--- src/rtl/qmr_pkg.sv ---
// Shared constants, FSM encoding and helpers for the quintuple-redundant ALU fault manager.
// Combinational definitions only; no latency, no backpressure.
package qmr_pkg;
    localparam int NUM_ALUS      = 5;
    localparam int VOTE_W        = 3;
    localparam int MAJ_MIN_AGREE = 2;
    localparam int MAJ_MIN_ALUS  = 3;

    typedef enum logic [1:0] {
        NORMAL = 2'b00,
        RETRY  = 2'b01,
        FATAL  = 2'b10
    } qmr_state_e;

    function automatic logic [2:0] popcnt5(input logic [NUM_ALUS-1:0] v);
        logic [2:0] s;
        s = '0;
        for (int i = 0; i < NUM_ALUS; i++) s = s + {2'b00, v[i]};
        return s;
    endfunction
endpackage

--- src/rtl/qmr_err_counter.sv ---
// Per-ALU leaky-bucket error counter with a sticky mask bit once the threshold is reached.
// Counter updates on the edge after inc/dec; mask sets one edge after the counter reaches threshold.
// No backpressure; the counter freezes once the ALU is masked.
module qmr_err_counter #(
    parameter int CNT_W      = 4,
    parameter int ERR_THRESH = 8
) (
    input  logic             clk,
    input  logic             reset,
    input  logic             clear,
    input  logic             inc,
    input  logic             dec,
    output logic [CNT_W-1:0] cnt,
    output logic             masked
);
    localparam logic [CNT_W-1:0] CNT_MAX = '1;
    localparam logic [CNT_W-1:0] THRESH  = CNT_W'(ERR_THRESH);

    always_ff @(posedge clk or posedge reset) begin
        if (reset) begin
            cnt    <= '0;
            masked <= 1'b0;
        end else if (clear) begin
            cnt    <= '0;
            masked <= 1'b0;
        end else begin
            if (cnt >= THRESH) masked <= 1'b1;
            // increment wins over a coincident decay tick
            if (!masked) begin
                if (inc) begin
                    if (cnt != CNT_MAX) cnt <= cnt + 1'b1;
                end else if (dec && cnt != '0) begin
                    cnt <= cnt - 1'b1;
                end
            end
        end
    end
endmodule

--- src/rtl/qmr_fault_manager.sv ---
// Supervisor for the 5-way redundant ALU: error bucketing, masking, retry/stall FSM, fatal flag.
// All outputs registered, one cycle after the sampled op; stall_o holds execute while not NORMAL.
// Optional statistics counters enabled by QMR_STATS_EN.
module qmr_fault_manager
    import qmr_pkg::*;
#(
    parameter int CNT_W        = 4,
    parameter int ERR_THRESH   = 8,
    parameter int DECAY_PERIOD = 1024,
    parameter int MAX_RETRY    = 2,
    parameter int STAT_W       = 32
) (
    input  logic                      clk,
    input  logic                      reset,
    input  logic                      op_valid_i,
    input  logic [NUM_ALUS*VOTE_W-1:0] vote_count_i,
    input  logic                      clear_i,
    output logic [NUM_ALUS-1:0]       alu_mask_o,
    output logic [NUM_ALUS*CNT_W-1:0] err_cnt_o,
    output logic                      retry_req_o,
    output logic                      stall_o,
    output logic                      fatal_o,
    output logic [1:0]                state_o,
    output logic [STAT_W-1:0]         disagree_total_o,
    output logic [STAT_W-1:0]         nomaj_total_o
);
    localparam logic [1:0] S_NORMAL = NORMAL;
    localparam logic [1:0] S_RETRY  = RETRY;
    localparam logic [1:0] S_FATAL  = FATAL;
    localparam int TMR_W = $clog2(DECAY_PERIOD);
    localparam int RC_W  = $clog2(MAX_RETRY + 1);
    // fewer than MAJ_MIN_ALUS live ALUs can no longer form a majority
    localparam logic [2:0] FATAL_MASKS = 3'(NUM_ALUS - MAJ_MIN_ALUS + 1);

    logic [NUM_ALUS-1:0] agree, mask, err_evt;
    logic                majority_ok, upd_en, decay_wrap, force_fatal, go_retry;
    logic [TMR_W-1:0]    decay_tmr;
    logic [1:0]          state;
    logic [RC_W-1:0]     retry_cnt;
    logic                retry_req;

    always_comb begin
        agree = '0;
        for (int i = 0; i < NUM_ALUS; i++)
            agree[i] = vote_count_i[VOTE_W*i +: VOTE_W] >= VOTE_W'(MAJ_MIN_AGREE);
    end

    assign majority_ok = popcnt5(agree & ~mask) >= 3'(MAJ_MIN_ALUS);
    assign upd_en      = (state == S_NORMAL);
    assign err_evt     = {NUM_ALUS{op_valid_i & majority_ok & upd_en}} & ~mask & ~agree;
    assign decay_wrap  = (decay_tmr == TMR_W'(DECAY_PERIOD - 1));
    assign force_fatal = popcnt5(mask) >= FATAL_MASKS;
    assign go_retry    = upd_en & op_valid_i & ~majority_ok & ~force_fatal & ~clear_i;

    for (genvar g = 0; g < NUM_ALUS; g++) begin : g_cnt
        qmr_err_counter #(.CNT_W(CNT_W), .ERR_THRESH(ERR_THRESH)) u_cnt (
            .clk    (clk),
            .reset  (reset),
            .clear  (clear_i),
            .inc    (err_evt[g]),
            .dec    (decay_wrap & upd_en),
            .cnt    (err_cnt_o[CNT_W*g +: CNT_W]),
            .masked (mask[g])
        );
    end

    always_ff @(posedge clk or posedge reset) begin
        if (reset)                        decay_tmr <= '0;
        else if (clear_i || decay_wrap)   decay_tmr <= '0;
        else                              decay_tmr <= decay_tmr + 1'b1;
    end

    always_ff @(posedge clk or posedge reset) begin
        if (reset) begin
            state     <= S_NORMAL;
            retry_cnt <= '0;
            retry_req <= 1'b0;
        end else begin
            retry_req <= 1'b0;
            if (clear_i) begin
                state     <= S_NORMAL;
                retry_cnt <= '0;
            end else if (force_fatal) begin
                state <= S_FATAL;
            end else begin
                case (state)
                    S_NORMAL: if (go_retry) begin
                        state     <= S_RETRY;
                        retry_cnt <= RC_W'(1);
                        retry_req <= 1'b1;
                    end
                    S_RETRY: if (op_valid_i) begin
                        if (majority_ok) begin
                            state     <= S_NORMAL;
                            retry_cnt <= '0;
                        end else if (retry_cnt < RC_W'(MAX_RETRY)) begin
                            retry_cnt <= retry_cnt + 1'b1;
                            retry_req <= 1'b1;
                        end else begin
                            state <= S_FATAL;
                        end
                    end
                    default: ;
                endcase
            end
        end
    end

    assign alu_mask_o  = mask;
    assign retry_req_o = retry_req;
    assign state_o     = state;
    assign stall_o     = (state != S_NORMAL);
    assign fatal_o     = (state == S_FATAL);

`ifdef QMR_STATS_EN
    logic [STAT_W-1:0] dis_tot, nomaj_tot;
    logic [STAT_W:0]   dis_sum;

    assign dis_sum = {1'b0, dis_tot} + (STAT_W+1)'(popcnt5(err_evt));

    always_ff @(posedge clk or posedge reset) begin
        if (reset) begin
            dis_tot   <= '0;
            nomaj_tot <= '0;
        end else if (clear_i) begin
            dis_tot   <= '0;
            nomaj_tot <= '0;
        end else begin
            dis_tot <= dis_sum[STAT_W] ? '1 : dis_sum[STAT_W-1:0];
            if (go_retry && nomaj_tot != '1) nomaj_tot <= nomaj_tot + 1'b1;
        end
    end

    assign disagree_total_o = dis_tot;
    assign nomaj_total_o    = nomaj_tot;
`else
    assign disagree_total_o = '0;
    assign nomaj_total_o    = '0;
`endif
endmodule

--- config.mk ---
export PLATFORM = sky130hd
export DESIGN_NAME = qmr_fault_manager
export DESIGN_NICKNAME = d
export VERILOG_FILES = /design/src/rtl/qmr_pkg.sv /design/src/rtl/qmr_err_counter.sv /design/src/rtl/qmr_fault_manager.sv
export SDC_FILE = /design/constraint.sdc
export NUM_CORES = 1
export LEC_CHECK = 0
export ABC_AREA = 0
export CAP_MARGIN = 20
export CELL_PAD_IN_SITES_DETAIL_PLACEMENT = 1
export CELL_PAD_IN_SITES_GLOBAL_PLACEMENT = 2
export CORE_ASPECT_RATIO = 0.7
export CORE_MARGIN = 3
export CORE_UTILIZATION = 26
export CTS_BUF_LIST = sky130_fd_sc_hd__clkbuf_16
export DETAILED_ROUTE_END_ITERATION = 16
export GPL_TIMING_DRIVEN = 0
export PLACE_DENSITY = 0.82
export SYNTH_ARGS = -nofsm -noshare
export SYNTH_HDL_FRONTEND = slang
export SYNTH_SLANG_ARGS = --single-unit
--- constraint.sdc ---
create_clock -name clk -period 4.4 [get_ports clk]
set_input_delay 0.66 -clock clk [delete_from_list [all_inputs] [get_ports clk]]
set_output_delay 0.66 -clock clk [all_outputs]
set_load 0.05 [all_outputs]
## Word-level counts from Yosys, hierarchy flattened

Cells that the tools add are included.

- Reduce and logical (&&, ||, !) cells: 32
- Equal/unequal tests: 25
- $lt $le $gt $ge: 13
- Bitwise operators: 15
- Add/subtract/negate cells: 20
- Mux-type cells: 56

Operator list:

| cell | number |
|---|---|
| 2-to-1 mux 4 bit | 25 |
| != test 4 bit, second input constant | 7 |
| nonzero test 4 bit | 6 |
| 2-to-1 mux 2 bit | 11 |
| >= comparator 3 x 2 -> 1 bit, second input constant | 7 |
| adder 4 x 1 -> 4 bit, second input constant | 5 |
| >= comparator 4 bit, second input constant | 5 |
| subtractor 4 x 1 -> 4 bit, second input constant | 5 |
| != test 3 x 2 -> 1 bit, second input constant | 6 |
| nonzero test 3 bit | 6 |
| 2-to-1 mux 1 bit | 16 |
| AND 5 bit | 3 |
| AND reduction 3 bit | 5 |
| adder 3 x 1 -> 3 bit | 4 |
| != test 2 bit, second input constant | 6 |
| nonzero test 2 bit | 6 |
| adder 10 x 1 -> 10 bit, second input constant | 1 |
| equality test 10 bit, second input constant | 1 |
| 2-to-1 mux 10 bit | 1 |
| NOT 5 bit | 2 |
| case mux 2 bit (2 select lines) | 2 |
| AND 1 bit | 7 |
| adder 2 x 1 -> 3 bit | 2 |
| logical AND 1 bit | 5 |
| 14 further kinds | 17 |

- Output and inout port bits: 94
- Register bits after elaboration: 40

## Depth between registers and ports, before layout

Gate-level depths: netlist of the first run.

- Depth in word-level cells: 15
- Gate-level depth with buffers: 15
- Gate-level depth less buffers: 14

## Hierarchy

From an unflattened synthesis of the first run, not the netlist that was laid out.

- Cells, all modules: 346
- Area total of the unflattened synthesis: 3275.6 um2

Modules (own cells, without submodules):

| module | cells an instance | times used | seq. area each (um2) | area an instance (um2) |
|---|---|---|---|---|
| qmr_err_counter | 34 | 5 | 125.1 | 345.3 |
| qmr_fault_manager | 176 | 1 | 375.4 | 1549.0 |

## Least setup slack after synthesis of the first run

Ideal clock, no wire load.

- Path kind: in2reg
- Start: input port vote_count_i[4]
- End: register g_cnt[0].u_cnt.cnt[3]
- Slack: 490 ps
- Setup time: 125 ps
- Stages on the path: 14
- Arrival: 3785 ps
- Buffers on the path: 1
- Path through: o21ai_0 > fa_1 > fa_1 > inv_1 > ha_1 > nor3b_1 > clkbuf_8 > o211ai_1 > ha_1 > a21o_1 > a21oi_1 > nor3_1 > a31oi_1 > mux2_2

- Longest elaborated chain between the ends: 14
- Elaborated cells between the ends (all ways): 17
- Classes of those cells: 4 x add/sub; 2 x order compare; 1 x eq/ne; 3 x mux; 5 x bitwise; 2 x reduce/logical

Ends and longest elaborated chain:

| item | RTL line | RTL |
|---|---|---|
| start: declaration | qmr_fault_manager.sv:16 | `input logic [NUM_ALUS*VOTE_W-1:0] vote_count_i,` |
| >= comparator 3 x 2 -> 1 bit * | qmr_fault_manager.sv:45 | `agree[i] = vote_count_i[VOTE_W*i +: VOTE_W] >= VOTE_W'(MAJ_MIN_AGREE);` |
| AND 5 bit * | qmr_fault_manager.sv:48 | `assign majority_ok = popcnt5(agree & ~mask) >= 3'(MAJ_MIN_ALUS);` |
| adder 1 x 1 -> 2 bit * | qmr_pkg.sv:18 | `for (int i = 0; i < NUM_ALUS; i++) s = s + {2'b00, v[i]};` |
| adder 2 x 1 -> 3 bit * | qmr_pkg.sv:18 |  |
| adder 3 x 1 -> 3 bit * (2 in a row) | qmr_pkg.sv:18 |  |
| >= comparator 3 x 2 -> 1 bit * | qmr_fault_manager.sv:48 |  |
| AND 1 bit * (2 in a row) | qmr_fault_manager.sv:50 | `assign err_evt = {NUM_ALUS{op_valid_i & majority_ok & upd_en}} & ~mask & ~agree;` |
| AND 5 bit * (2 in a row) | qmr_fault_manager.sv:50 |  |
| 2-to-1 mux 4 bit | qmr_err_counter.sv:30 | `if (inc) begin` |
| 2-to-1 mux 4 bit | qmr_err_counter.sv:29 | `if (!masked) begin` |
| 2-to-1 mux 4 bit | qmr_err_counter.sv:23 | `end else if (clear) begin` |
| end signal: assignment | qmr_err_counter.sv:31 | `if (cnt != CNT_MAX) cnt <= cnt + 1'b1;` |
| end signal: assignment | qmr_err_counter.sv:33 | `cnt <= cnt - 1'b1;` |
| end: declaration | qmr_err_counter.sv:13 | `output logic [CNT_W-1:0] cnt,` |

Every way passes the cells marked *; elsewhere a longest branch is shown, timed or not. The select of a mux whose other input is x is not followed.
A chain may end at the register's enable or synchronous reset.

## Final worst setup path of the first run

- Start: input port vote_count_i[2]
- End: register g_cnt[4].u_cnt.cnt[3]

- Longest elaborated chain between the ends: 14
- Elaborated cells between the ends (all ways): 17
- Classes of those cells: 4 x add/sub; 2 x order compare; 1 x eq/ne; 3 x mux; 5 x bitwise; 2 x reduce/logical

Ends and longest elaborated chain:

| item | RTL line |
|---|---|
| >= comparator 3 x 2 -> 1 bit * | qmr_fault_manager.sv:45 |
| AND 5 bit * | qmr_fault_manager.sv:48 |
| adder 1 x 1 -> 2 bit * | qmr_pkg.sv:18 |
| adder 2 x 1 -> 3 bit * | qmr_pkg.sv:18 |
| adder 3 x 1 -> 3 bit * (2 in a row) | qmr_pkg.sv:18 |
| >= comparator 3 x 2 -> 1 bit * | qmr_fault_manager.sv:48 |
| AND 1 bit * (2 in a row) | qmr_fault_manager.sv:50 |
| AND 5 bit * (2 in a row) | qmr_fault_manager.sv:50 |
| 2-to-1 mux 4 bit | qmr_err_counter.sv:30 |
| 2-to-1 mux 4 bit | qmr_err_counter.sv:29 |
| 2-to-1 mux 4 bit | qmr_err_counter.sv:23 |
| end signal: assignment | qmr_err_counter.sv:31 |
| end signal: assignment | qmr_err_counter.sv:33 |
| end: declaration | qmr_err_counter.sv:13 |

Marks and branches as above.

==> flow_summary.json, run 1 <==
{
  "status": "completed",
  "place_inst": 632,
  "final_hold_viol_count": 0,
  "ios": 113,
  "vias": 2796,
  "dieArea_mm2": 0.0140,
  "grt_pass1_wl_um": 14400,
  "grt_use_met1_pct": 17.7,
  "dpl.hpwl_um": 7120,
  "area_growth_pct": 34.0,
  "yosys.area.top_type": "dfrtp_1",
  "fin_skew_ns": 0.00525,
  "final_cell_area_mm2": 0.00438,
  "die_h_um": 99.8,
  "coreArea_mm2": 0.0120,
  "grt.busiest_layer": "met2",
  "synthArstFlopShare_pct": 100,
  "ir_drop_v": 0.000126,
  "vias_per_cell": 4.31,
  "total_power_mw": 1.19,
  "grtUsageMet2_pct": 21.0,
  "max_slew.worst_pin.slew_ns": 0.533,
  "arrival_ns": 4.43,
  "syn_area_mm2": 0.00327,
  "synth.top_cells.by_area": "dfrtp_1 (31%), buf_4 (16%), ha_1 (5.7%)",
  "dr.pass1.iters": 5,
  "cp-start-kind": "input pin",
  "die_w_um": 140,
  "root_buffer": "clkbuf_16",
  "endpoint_kind": "flop",
  "clk_pin_slew_worst_paths_ns": 0.06,
  "slew_headroom_pct": 64.5,
  "netlist_instances": 368,
  "cts_tree": "yes",
  "grt_pass1_vias": 2767,
  "yosys-top-cells-count": "buf_4 (69), nor2_1 (50), dfrtp_1 (40)",
  "worst-setup-path-type": "input pin to flop",
  "io_buffer_count": 43,
  "crit_required_ns": 4.57,
  "place_congestion": 0.755,
  "synth.yosys.seq_area_share_pct": 30.6,
  "ctsLongestPathBuffers": 2,
  "synth.avg_cell_area_um2": 8.88,
  "fmax_ghz": 0.234,
  "rows": 33,
  "yosys_warnings": 0,
  "synth_edf_count": 0,
  "remaining_drc_errors": 0,
  "finalMaxSlewViolations": 0,
  "synth_top_area_share_pct": 30.6,
  "synth_ff_type": "dfrtp_1",
  "n_antenna_cell": 0,
  "fin_nets": 533,
  "cap_violations": 0,
  "postPlaceCellArea_mm2": 0.00416,
  "start_util_pct": 27.3,
  "cts-htree-levels": 2,
  "drive_above_1_share_pct": 22.2,
  "synth_most_common_cell": "buf_4",
  "p_leak_nw": 2.13,
  "hold_class": "flop to flop",
  "period_needed_ns": 4.27,
  "numCtsBuffers": 5,
  "ant_nets": 0,
  "synth-seq-cells": 40,
  "setup_violations": 0,
  "setup_tns_ns": 0,
  "yosysUniqueCellTypes": 45,
  "antenna_found_initial": 0,
  "cts.sinks": 40,
  "final.setup.worst_slack_ns": 0.133,
  "track_usage_pct": 12.9,
  "drtIter0Drc": 104,
  "fin_crit_sh_pct": 97.0,
  "cp_max_fo": 10,
  "finalNonFillerCells": 648,
  "grt.overflow.total": 0,
  "dp_slack_ns": -0.527,
  "post_drt_wl_per_cell_um": 13.7,
  "drt_wl_total_um": 8900,
  "power_density_mw_per_mm2": 272,
  "grt_max_degree": 22,
  "worstSkewPairLatency_ns": 0.29,
  "grtUsageMet3_pct": 2.95
}
==> timing repair <==
action	in CTS	in global routing
pin swaps	3	6
endpoints found under the setup margin	4	5
buffers inserted	5	3
gates resized for setup	3	7
hold buffers	0	0
cloned	0	0
==> routing by layer <==
| metal | routed length, um | up-vias | share of wire, % |
|---|---|---|---|
| met5 | 0 | - | 0 |
| li1 | - | 1368 | - |
| met1 | 4170 | 1373 | 47 |
| met4 | 62 | 0 | 0.70 |
| met3 | 404 | 5 | 4.5 |
| met2 | 4260 | 50 | 48 |
==> worst max-delay path: stages <==
cell	delay, ns
clkdlybuf4s50_1	0.45
o21ai_2	0.22
fa_1	0.49
fa_1	0.43
inv_1	0.09
ha_1	0.22
nor3b_2	0.16
clkbuf_8	0.16
o211ai_1	0.28
ha_1	0.29
a21o_1	0.19
a21oi_2	0.16
nor2_1	0.07
a31oi_1	0.20
mux2_2	0.36
==> registers in the layout (all words and copies together), names as in the netlist <==
signal / cells
g_cnt.u_cnt.cnt: 20
decay_tmr: 10
g_cnt.u_cnt.masked: 5
retry_cnt: 2
state_o: 2
retry_req_o: 1
==> metrics by stage <==
| stage | hold WS [ns] | utilization (%) |
|---|---|---|
| finish | 0.480 | 36.6 |
| global route | 0.495 | 36.6 |
| CTS | 0.483 | 36.2 |
| detailed placement | 0.475 | 34.7 |
| global placement | 0.471 | 34.5 |
| floorplan | 0.447 | - |
==> layout by cell type (no fill, tap or decap), types with 2 or more instances in the layout <==
| master | netlist | routed |
|---|---|---|
| inv_1 | 27 | 28 |
| conb_1 | 1 | 64 |
| o31ai_1 | 4 | 4 |
| and2_1 | 4 | 4 |
| xnor2_1 | 4 | 4 |
| nor2b_1 | 9 | 9 |
| a21oi_2 | 1 | 3 |
| a21o_1 | 6 | 6 |
| nand3b_1 | 3 | 3 |
| nor3_1 | 11 | 11 |
| clkdlybuf4s50_1 | 0 | 42 |
| nor4_1 | 11 | 11 |
| nand4_1 | 5 | 5 |
| o2111ai_1 | 4 | 4 |
| nand3_1 | 5 | 5 |
| a31oi_1 | 3 | 3 |
| dfrtp_1 | 40 | 40 |
| a21oi_1 | 10 | 8 |
| xor2_1 | 9 | 9 |
| ha_1 | 15 | 15 |
| nor2_1 | 50 | 50 |
| fa_1 | 9 | 9 |
| clkbuf_16 | 0 | 5 |
| o21ai_0 | 8 | 5 |
| o21ai_2 | 0 | 2 |
| o211ai_1 | 9 | 9 |
| and4_1 | 3 | 3 |
| nand2_1 | 10 | 10 |
| mux2_2 | 13 | 13 |
| clkbuf_1 | 6 | 5 |
| buf_4 | 69 | 77 |
| nor3b_1 | 3 | 2 |
==> logic make-up (layout without fill, tap and decap cells) <==
logic type / after synthesis / after routing / share of synthesized area [%]
AND/OR/NAND/NOR: 120 / 120 / 18.8
buffers and inverters: 104 / 164 / 20.2
AO/OA/AOI/OAI: 52 / 52 / 10.8
flip-flops: 40 / 40 / 30.6
adder cells (fa/ha/maj): 24 / 24 / 11.3
multiplexers: 14 / 14 / 4.78
XOR/XNOR: 13 / 13 / 3.48
other: 1 / 64 / 0.115
==> final timing paths <==
path                                                        start                                 to  slack, ns  depth (start not counted)
min in group asynchronous                                   reset             state_o[0]$_DFFE_PP0P_       0.73                          2
max in group asynchronous                                   reset  g_cnt[2].u_cnt.cnt[2]$_DFFE_PP0P_       3.19                          3
worst min-delay path                       decay_tmr[0]$_DFF_PP0_             decay_tmr[0]$_DFF_PP0_       0.48                          1
worst max-delay path                              vote_count_i[2]  g_cnt[4].u_cnt.cnt[3]$_DFFE_PP0P_       0.13                         15
worst min register to register             decay_tmr[0]$_DFF_PP0_             decay_tmr[0]$_DFF_PP0_       0.48                          1
worst max register to register  g_cnt[0].u_cnt.masked$_DFFE_PP0P_  g_cnt[4].u_cnt.cnt[3]$_DFFE_PP0P_       0.41                         15
==> power by group <==
| group | total, mW | internal [mW] | switching, mW | leakage (nW) |
|---|---|---|---|---|
| registers | 0.405 | 0.383 | 0.0212 | 0.551 |
| clock network | 0.349 | 0.204 | 0.145 | 0.0738 |
| logic | 0.438 | 0.148 | 0.289 | 1.50 |
| total | 1.19 | 0.736 | 0.456 | 2.13 |
==> layout make-up <==
| type | instances | area, um^2 |
|---|---|---|
| timing repair buffer | 52 | 520 |
| clock buffer | 5 | 125 |
| sequential | 40 | 1000 |
| inverter | 27 | 101 |
| clock inverter | 3 | 11.3 |
| fill | 1456 | 7590 |
| tap | 157 | 196 |
| multi-input combinational | 287 | 1870 |
| buffer | 77 | 559 |
Note: power is estimated with default switching activity, not from simulation.
==> inputs of run 2 (changes only) <==
- SETUP_SLACK_MARGIN: unset -> 0.05
==> flow_summary.json, run 2 (synthesis results as in run 1) <==
{
  "reg2reg_slack_ns": 0.39,
  "area_growth_pct": 34.4,
  "swShare_pct": 38.3,
  "final_cell_mix": "buf_4 (77), conb_1 (64), nor2_1 (50)",
  "drtIter0Drc": 112,
  "critical-path-top-delay-family": "adder cells",
  "status": "completed",
  "finalMaxSlewViolations": 0,
  "vias_per_cell": 4.35,
  "setup_tns_ns": 0,
  "p_int_mw": 0.735,
  "fmax_ghz": 0.239,
  "hold_depth": 1,
  "cp_max_fo": 10,
  "largestRegisters": "g_cnt.u_cnt.cnt: 20 flops, decay_tmr: 10 flops, g_cnt.u_cnt.masked: 5 flops",
  "min_from": "decay_tmr[0]$_DFF_PP0_",
  "grt_pass1_vias": 2779,
  "worst-setup-path-type": "input pin to flop",
  "p_seq_share_pct": 33.9,
  "numCtsBuffers": 5,
  "ant_nets": 0,
  "post_drt_wl_per_cell_um": 13.8,
  "fin_crit_sh_pct": 94.9,
  "path_cells": "clkdlybuf4s50_1 -> o21ai_2 -> fa_1 -> fa_1 -> inv_1 -> ha_1 -> nor3b_2 -> clkbuf_8 -> o211ai_1 -> ha_1 -> a21o_1 -> a21oi_2 -> nor2_1 -> a31oi_1 -> mux2_2",
  "final_hold_viol_count": 0,
  "ir_drop_v": 0.000126,
  "worstHoldEndpoint": "decay_tmr[0]$_DFF_PP0_",
  "n_antenna_cell": 0,
  "cp_num_buf_inv": 3,
  "power_density_mw_per_mm2": 271,
  "cts-htree-levels": 2,
  "die_w_um": 140,
  "crit_required_ns": 4.57,
  "cp-start-kind": "input pin",
  "slowest_delay_ns": 0.47,
  "period_needed_ns": 4.18,
  "endpoint_kind": "flop",
  "drive_above_1_share_pct": 22.2,
  "total_power_mw": 1.19,
  "arrival_ns": 4.35,
  "root_buffer": "clkbuf_16",
  "reg2reg_from": "g_cnt[0].u_cnt.masked$_DFFE_PP0P_",
  "n_fill_cell": 1455,
  "ctsLongestPathBuffers": 2,
  "die_h_um": 99.8,
  "cts.sinks": 40,
  "place_congestion": 0.755,
  "vias": 2817,
  "regMostFlops": "g_cnt.u_cnt.cnt",
  "layout_commonest_cell": "buf_4",
  "drt_wl_total_um": 8950,
  "fin_nets": 533,
  "setup_violations": 0,
  "worstSkewPairLatency_ns": 0.29,
  "ios": 113,
  "grt_pass1_wl_um": 14500,
  "grt_max_degree": 22,
  "hold_class": "flop to flop",
  "io_buffer_count": 43,
  "comb_power_share_pct": 36.7,
  "slew_headroom_pct": 60.8,
  "r2r_end": "g_cnt[4].u_cnt.cnt[3]$_DFFE_PP0P_",
  "largest_reg_flops": 20,
  "track_usage_pct": 13.0,
  "antenna_found_initial": 0,
  "p_clk_share_pct": 29.4,
  "p_leak_nw": 2.16,
  "dpl.hpwl_um": 7120,
  "dr.pass1.iters": 4,
  "coreArea_mm2": 0.0120,
  "dieArea_mm2": 0.0140,
  "start_util_pct": 27.3,
  "rows": 33,
  "cts_tree": "yes",
  "remaining_drc_errors": 0,
  "cap_violations": 0,
  "grt_setup_unrepaired": "false",
  "p_switching_mw": 0.457,
  "clk_pin_slew_worst_paths_ns": 0.06,
  "slowest_stage": "fa_1",
  "grt.overflow.total": 0,
  "fin_skew_ns": 0.00535,
  "max_slew.worst_pin.slew_ns": 0.588,
  "rr_worst_depth": 15
}
-- run 2: changes by cell type in the layout (fill, tap and decap cells not counted), sizes merged --
| cell | delta |
|---|---|
| clkdlybuf4s50 | -3 |
| dlymetal6s2s | +3 |
-- run 2: power groups by stage --
stage          logic, mW  registers [mW]  clock network (mW)
2_1_floorplan      0.302           0.445                   0
3_3_place_gp       0.416           0.410                   0
3_5_place_dp       0.425           0.411                   0
4_1_cts            0.432           0.405               0.365
5_1_grt            0.472           0.408               0.383
6_report           0.438           0.405               0.350
-- run 2: metrics by stage --
stage               hold slack [ns]  util (%)  instance area (um^2)  setup WS (ns)  cells
floorplan                     0.447         -                  3510          0.490    431
global placement              0.471      34.5                  4130         -0.431    631
detailed placement            0.475      34.7                  4160         -0.527    632
CTS                           0.483      36.2                  4340         0.0541    645
global route                  0.495      36.7                  4400         0.0547    648
finish                        0.480      36.7                  4400          0.224    648
-- run 2: final cells by class --
type	instances	area, um^2	share of cell area, %
multi-input combinational	287	1870	42.6
sequential	40	1000	22.8
timing repair buffer	52	528	12.0
clock buffer	5	125	2.85
inverter	27	101	2.31
clock inverter	3	11.3	0.256
buffer	77	559	12.7
tap	157	196	4.47
-- run 2: layer usage --
| layer | vias up | GRT usage [%] | part of all wire [%] |
|---|---|---|---|
| li1 | 1363 | - | - |
| met1 | 1389 | 17.7 | 47 |
| met2 | 56 | 21.3 | 47 |
| met3 | 9 | 2.95 | 5.0 |
| met4 | 0 | 3.13 | 1.0 |
| met5 | - | 0 | 0 |
-- run 2: worst max path at each step --
stage | start | endpoint | slack, ns | cells after the start
finish | vote_count_i[10] | g_cnt[4].u_cnt.cnt[3]$_DFFE_PP0P_ | 0.22 | 15
global route | vote_count_i[10] | g_cnt[4].u_cnt.cnt[3]$_DFFE_PP0P_ | 0.05 | 15
CTS | vote_count_i[4] | g_cnt[4].u_cnt.cnt[3]$_DFFE_PP0P_ | 0.05 | 15
detailed placement | vote_count_i[2] | g_cnt[4].u_cnt.cnt[3]$_DFFE_PP0P_ | -0.53 | 14
global placement | vote_count_i[2] | g_cnt[4].u_cnt.cnt[3]$_DFFE_PP0P_ | -0.43 | 14
floorplan | vote_count_i[4] | g_cnt[0].u_cnt.cnt[3]$_DFFE_PP0P_ | 0.49 | 14
-- run 2: worst reg2reg max path: stages (launching register included) --
cell and delay [ns]:
dfrtp_1 0.42, inv_1 0.23, o21ai_4 0.12, fa_1 0.51, fa_1 0.43, inv_1 0.09, ha_1 0.22, nor3b_2 0.16
clkbuf_8 0.17, o211ai_1 0.28, ha_1 0.29, a21o_1 0.19, a21oi_2 0.16, nor2_1 0.07, a31oi_1 0.20, mux2_2 0.36
-- run 2: timing repair --
item / 4_1_cts / 5_1_grt
cloned: 0 / 0
resized for setup: 5 / 9
pin swaps: 3 / 6
setup endpoints to repair: 5 / 5
setup buffers: 5 / 3
hold buffers: 0 / 0
